$ cat config.mk
export PLATFORM = sky130hd
export DESIGN_NAME = rs232_fifo_transmitter_flat
export DESIGN_NICKNAME = d
export VERILOG_FILES = /design/src/rtl/rs232_fifo_transmitter_pkg.sv /design/src/rtl/rs232_fifo_transmitter_if.sv /design/src/rtl/rs232_fifo_transmitter_baud.sv /design/src/rtl/rs232_fifo_transmitter.sv /design/src/flat_wrapper.sv
export SDC_FILE = /design/constraint.sdc
export NUM_CORES = 1
export LEC_CHECK = 0
export CAP_MARGIN = 20
export CORE_ASPECT_RATIO = 1.1
export CORE_MARGIN = 5
export CORE_UTILIZATION = 40
export DETAILED_ROUTE_END_ITERATION = 8
export GPL_ROUTABILITY_DRIVEN = 0
export PLACE_DENSITY = 0.66
export SLEW_MARGIN = 20
export SYNTH_ARGS = -nofsm -noshare
export SYNTH_HDL_FRONTEND = slang
export SYNTH_SLANG_ARGS = --single-unit
$ cat constraint.sdc
create_clock -name clock -period 2.7 [get_ports clock]
set_input_delay 0.54 -clock clock [delete_from_list [all_inputs] [get_ports clock]]
set_output_delay 0.54 -clock clock [all_outputs]
set_load 0.02 [all_outputs]
$ cat src/rtl/rs232_fifo_transmitter_pkg.sv
// rs232_defs: shared RS232 state encodings, frame levels and bit timing; PARITY state exists only with RS232_TX_PARITY_EN
package rs232_defs;
`ifdef RS232_TX_PARITY_EN
  typedef enum logic [2:0] {IDLE, POP, LATCH, START, DATA, PARITY, STOP} state_t;
`else
  typedef enum logic [2:0] {IDLE, POP, LATCH, START, DATA, STOP} state_t;
`endif
  localparam logic START_LEVEL = 1'b0;
  localparam logic STOP_LEVEL = 1'b1;
  function automatic int bit_ticks(input int clock_freq, input int baud_rate);
    return clock_freq / baud_rate;
  endfunction
endpackage

$ cat src/rtl/rs232_fifo_transmitter_if.sv
// rs232_fifo_transmitter_if: FIFO-side handshake and serial outputs of the transmitter
interface rs232_fifo_transmitter_if #(parameter int DATA_WIDTH = 8) ();
  logic enable;
  logic fifo_ready;
  logic fifo_empty;
  logic [DATA_WIDTH-1:0] fifo_data;
  logic fifo_pop;
  logic tx;
  logic busy;
  logic frame_done;
  modport master(output enable, fifo_ready, fifo_empty, fifo_data, input fifo_pop, tx, busy, frame_done);
  modport slave(input enable, fifo_ready, fifo_empty, fifo_data, output fifo_pop, tx, busy, frame_done);
endinterface

$ cat src/rtl/rs232_fifo_transmitter_baud.sv
// baud_tick_generator: 16-bit bit-period counter, tick on the last cycle of every bit
module baud_tick_generator
  import rs232_defs::*;
#(
  parameter int CLOCK_FREQ = 50000000,
  parameter int BAUD_RATE = 115200
) (
  input  logic clock,
  input  logic clear,
  input  logic restart,
  output logic tick
);
  localparam logic [15:0] LAST = 16'(bit_ticks(CLOCK_FREQ, BAUD_RATE) - 1);
  logic [15:0] cnt_q, cnt_d;
  always_comb begin
    tick = cnt_q == LAST;
    cnt_d = (restart || tick) ? '0 : cnt_q + 16'd1;
  end
  always_ff @(posedge clock or posedge clear) begin
    if (clear) cnt_q <= '0;
    else cnt_q <= cnt_d;
  end
endmodule

$ cat src/rtl/rs232_fifo_transmitter.sv
// rs232_fifo_transmitter: pops one FIFO word per frame and sends it 8N1; RS232_TX_PARITY_EN adds an even-parity bit
module rs232_fifo_transmitter
  import rs232_defs::*;
#(
  parameter int CLOCK_FREQ = 50000000,
  parameter int BAUD_RATE = 115200,
  parameter int DATA_WIDTH = 8
) (
  input logic clock,
  input logic clear,
  rs232_fifo_transmitter_if.slave bus
);
  localparam int CW = DATA_WIDTH > 1 ? $clog2(DATA_WIDTH) : 1;
  state_t state_q, state_d;
  logic [DATA_WIDTH-1:0] shift_q, shift_d;
  logic [CW-1:0] bit_q, bit_d;
  logic tx_q, tx_d, tick, restart, last_bit;
`ifdef RS232_TX_PARITY_EN
  logic par_q, par_d;
`endif
  baud_tick_generator #(.CLOCK_FREQ(CLOCK_FREQ), .BAUD_RATE(BAUD_RATE)) u_baud (
    .clock(clock), .clear(clear), .restart(restart), .tick(tick)
  );
  always_comb begin
    state_d = state_q;
    shift_d = shift_q;
    bit_d = bit_q;
    tx_d = STOP_LEVEL;
`ifdef RS232_TX_PARITY_EN
    par_d = par_q;
`endif
    restart = state_q == IDLE || state_q == POP || state_q == LATCH;
    last_bit = bit_q == CW'(DATA_WIDTH - 1);
    bus.fifo_pop = state_q == POP;
    bus.busy = state_q != IDLE;
    bus.frame_done = state_q == STOP && tick;
    case (state_q)
      IDLE: state_d = (bus.enable && bus.fifo_ready && !bus.fifo_empty) ? POP : IDLE;
      POP: state_d = LATCH;
      LATCH: begin
        shift_d = bus.fifo_data;
        bit_d = '0;
`ifdef RS232_TX_PARITY_EN
        par_d = ^bus.fifo_data;
`endif
        state_d = START;
      end
      START: begin
        tx_d = START_LEVEL;
        state_d = tick ? DATA : START;
      end
      DATA: begin
        tx_d = shift_q[0];
        if (tick) begin
          shift_d = shift_q >> 1;
          bit_d = bit_q + CW'(1);
`ifdef RS232_TX_PARITY_EN
          state_d = last_bit ? PARITY : DATA;
`else
          state_d = last_bit ? STOP : DATA;
`endif
        end
      end
`ifdef RS232_TX_PARITY_EN
      PARITY: begin
        tx_d = par_q;
        state_d = tick ? STOP : PARITY;
      end
`endif
      STOP: state_d = tick ? IDLE : STOP;
      default: state_d = IDLE;
    endcase
  end
  // tx is registered so the line is glitch-free and clear can force it high asynchronously
  always_ff @(posedge clock or posedge clear) begin
    if (clear) begin
      state_q <= IDLE;
      shift_q <= '0;
      bit_q <= '0;
      tx_q <= STOP_LEVEL;
`ifdef RS232_TX_PARITY_EN
      par_q <= 1'b0;
`endif
    end else begin
      state_q <= state_d;
      shift_q <= shift_d;
      bit_q <= bit_d;
      tx_q <= tx_d;
`ifdef RS232_TX_PARITY_EN
      par_q <= par_d;
`endif
    end
  end
  assign bus.tx = tx_q;
endmodule

$ cat src/flat_wrapper.sv
// flat-port wrapper written by rule: the top's interface ports become plain ports
module rs232_fifo_transmitter_flat import rs232_defs::*;
#(
  parameter int CLOCK_FREQ = 50000000,
  parameter int BAUD_RATE = 115200,
  parameter int DATA_WIDTH = 8
)
  (clock, clear, bus_enable, bus_fifo_ready, bus_fifo_empty, bus_fifo_data, bus_fifo_pop, bus_tx, bus_busy, bus_frame_done);
  rs232_fifo_transmitter_if #(.DATA_WIDTH(DATA_WIDTH)) bus_i ();
  input logic clock;
  input logic clear;
  input wire logic [$bits(bus_i.enable)-1:0] bus_enable;
  input wire logic [$bits(bus_i.fifo_ready)-1:0] bus_fifo_ready;
  input wire logic [$bits(bus_i.fifo_empty)-1:0] bus_fifo_empty;
  input wire logic [$bits(bus_i.fifo_data)-1:0] bus_fifo_data;
  output wire logic [$bits(bus_i.fifo_pop)-1:0] bus_fifo_pop;
  output wire logic [$bits(bus_i.tx)-1:0] bus_tx;
  output wire logic [$bits(bus_i.busy)-1:0] bus_busy;
  output wire logic [$bits(bus_i.frame_done)-1:0] bus_frame_done;
  assign bus_i.enable = bus_enable;
  assign bus_i.fifo_ready = bus_fifo_ready;
  assign bus_i.fifo_empty = bus_fifo_empty;
  assign bus_i.fifo_data = bus_fifo_data;
  assign bus_fifo_pop = bus_i.fifo_pop;
  assign bus_tx = bus_i.tx;
  assign bus_busy = bus_i.busy;
  assign bus_frame_done = bus_i.frame_done;
  rs232_fifo_transmitter #(.CLOCK_FREQ(CLOCK_FREQ), .BAUD_RATE(BAUD_RATE), .DATA_WIDTH(DATA_WIDTH)) u_core (.clock(clock), .clear(clear), .bus(bus_i));
endmodule
==> metrics <==
GRT busiest layer met2; Leakage 0.764 nW; outcome complete, no violations; number of global-route vias before repair 1276; PwrDens 653 mW/mm^2; clk buf depth 2; Setup Slack @ Placement 0.170 ns; Post-Syn Instances 152; maximum VDD drop 0.333 mV; met3 Track Usage GR 0.0449; most frequent cell after synthesis dfrtp_1; fin crit period 2.53 ns; die area 0.00539 sq mm; register area share after synthesis 0.484; fin. max-slew vios 0; worst hold-check path type reg -> reg; Die Wd 70.4 um; Synth warnings 0; vias per inst 5.38; cell family with most CP delay simple AND/OR/NAND/NOR gates; Worst Skew 0.00291 ns; M2 GR Usage 0.227; Sum Neg Setup Slack 0 ns; CTS tree yes; post-synth cell types 40; Hold Fails Final Rpt 0; Post-synth EDFFs 0; Slew @ Worst Pin 0.512 ns; H-tree depth 2; row count 24; vias 1194; Root Driver clkbuf_8; Fmax 396 MHz; Slowest-stage cell, CP dfrtp_1; Comb pwr share 0.190; chip height 76.5 um; dominant synthesized flop cell dfrtp_1; Worst Path Buf+Inv 2; first-pass GRT wire length 5.81 mm; GRT Util Overall 0.131; max incr delay on CP 0.41 ns; Post-Syn Area 0.00161 sq mm; Async SR Flop Fraction 1.00; Yosys reg bits 31; Sw Pwr 355 uW; fin nets 187; area delta synth->final 18.0%; Starting Density 0.408; # IOs 17; Yosys top cell area share 0.467; Worst-path clk slew 0.06 ns; Skew-Pair Late Insertion Delay 0.27 ns; CP Cell Sequence inv_1, ha_1, nor4b_2, and4_4, and4b_1, dlygate4sd2_1; RSZ-0062 raised after global routing no; Flop pwr share 0.524; Clk network pwr share 0.286; Post-Syn Nets 169; crit start category flop; final setup fails 0; CP Max Fanout 6; n_diodes 0; leading area contributor after synthesis dfrtp_1; post-DR wirelength/cell 14.2 um; CTS Buf Count 5; Critical Path Sink Type primary output; syn_area_per_cell 10.6 sq um; Fill cells 375; drt initial violations 78; largest net degree at the start of global routing 32; PortBufs 16; top cells by count, synth 30 x dfrtp_1, 21 x nor2_1, 13 x xnor2_1; GR Overflow Total 0; Routed Antenna Nets 0; WP data arrival 1.99 ns; Post-Route WL 3.15 mm; # DRC 0; Rel. slew slack 0.658; net switching share of the total power 0.287; Cell Int Power 883 uW; Setup Buffers After CTS 0; antenna violations before repair 0; synth top area cells dfrtp_1 47%, xnor2_1 7.1%, nor2_1 4.9%; Clock Sink Count 31; HPWL after detailed placement 2.21 mm; period utilisation layout 0.936; layout cell share with drive strength beyond 1 0.124; drt pass-1 iters 4; max cap viols 0; total core area 0.00393 sq mm; Worst Path Required 2.16 ns; met1 usage 0.151; fin worst setup slack 0.173 ns; WS Path Type reg -> out
[per-layer routing]
| layer | share of wire | up-vias | wire (um) |
|---|---|---|---|
| met1 | 0.43 | 594 | 1350 |
| met5 | 0 | - | 0 |
| met2 | 0.51 | 18 | 1610 |
| met3 | 0.045 | 6 | 143 |
| met4 | 0.014 | 0 | 44 |
| li1 | - | 576 | - |
[state kept, by name, summed over array words and instances, names as in the netlist]
signal               count
u_core.bit_q             3
u_core.u_baud.cnt_q     16
u_core.bus.tx            1
u_core.state_q           3
u_core.shift_q           8
[worst paths after layout]
| kind | startpoint | endpoint | slack, ns | cells after the start |
|---|---|---|---|---|
| max | u_core.u_baud.cnt_q[1] | bus_frame_done | 0.17 | 6 |
| min | u_core.bit_q[0] | u_core.bit_q[0] | 0.48 | 1 |
| max reg2reg | u_core.u_baud.cnt_q[1] | u_core.u_baud.cnt_q[14] | 0.92 | 6 |
| min reg2reg | u_core.bit_q[0] | u_core.bit_q[0] | 0.48 | 1 |
| max in group asynchronous | clear | u_core.bus.tx | 1.73 | 3 |
| min in group asynchronous | clear | u_core.shift_q[3] | 0.65 | 3 |
[cell usage in the layout (no fill, tap or decap), drive strengths merged, types with 4 or more instances in the layout]
master	instances
xnor2	13
nand4	5
or3	8
nand2	9
nand2b	4
clkbuf	6
nor2	21
o221a	7
nor4	5
dfrtp	30
nand3	7
ha	4
inv	6
clkdlybuf4s50	15
nor3	6
[through the flow]
step                      cell area [sq um]   util  cells  hold WS, ns  total power [mW]
final                                  1900  0.482    222        0.484              1.24
after global routing                   1900  0.482    222        0.525              1.33
after CTS                              1900  0.482    222        0.489              1.27
after detailed placement               1810  0.460    215        0.481             0.894
after global placement                 1810  0.460    215        0.477             0.877
after floorplan                        1610      -    152        0.457             0.823
[what timing repair did]
item / in CTS / in global routing
hold buffers: 0 / 0
resized for setup: 1 / 0
setup endpoints to repair: 1 / 0
[power by group through the flow]
| stage | Clock [mW] | Sequential (mW) | Combinational [mW] |
|---|---|---|---|
| after floorplan | 0 | 0.628 | 0.195 |
| after global placement | 0 | 0.647 | 0.229 |
| after detailed placement | 0 | 0.656 | 0.237 |
| after CTS | 0.380 | 0.648 | 0.240 |
| after global routing | 0.399 | 0.662 | 0.270 |
| final | 0.355 | 0.649 | 0.235 |
[kinds of logic after synthesis]
family	Yosys count	share of synthesized area
muxes	2	0.0125
xor gates and xnor gates	14	0.0763
and+or+nand+nor	74	0.272
buffers and inverters	12	0.0327
AOI/OAI and AO/OA	15	0.0919
adders and majority gates	4	0.0312
DFF	31	0.484
[area by class of cell]
type	count	area (sq um)	share of cell area
repair buffers	17	166	0.0878
well taps	52	65.1	0.0343
clock buffers	6	82.6	0.0436
flip-flops and latches	31	777	0.410
multi-input cells	109	777	0.410
inverters	6	22.5	0.0119
clock inverters	1	5.00	0.00264
Power figures use the tool's default switching activity.
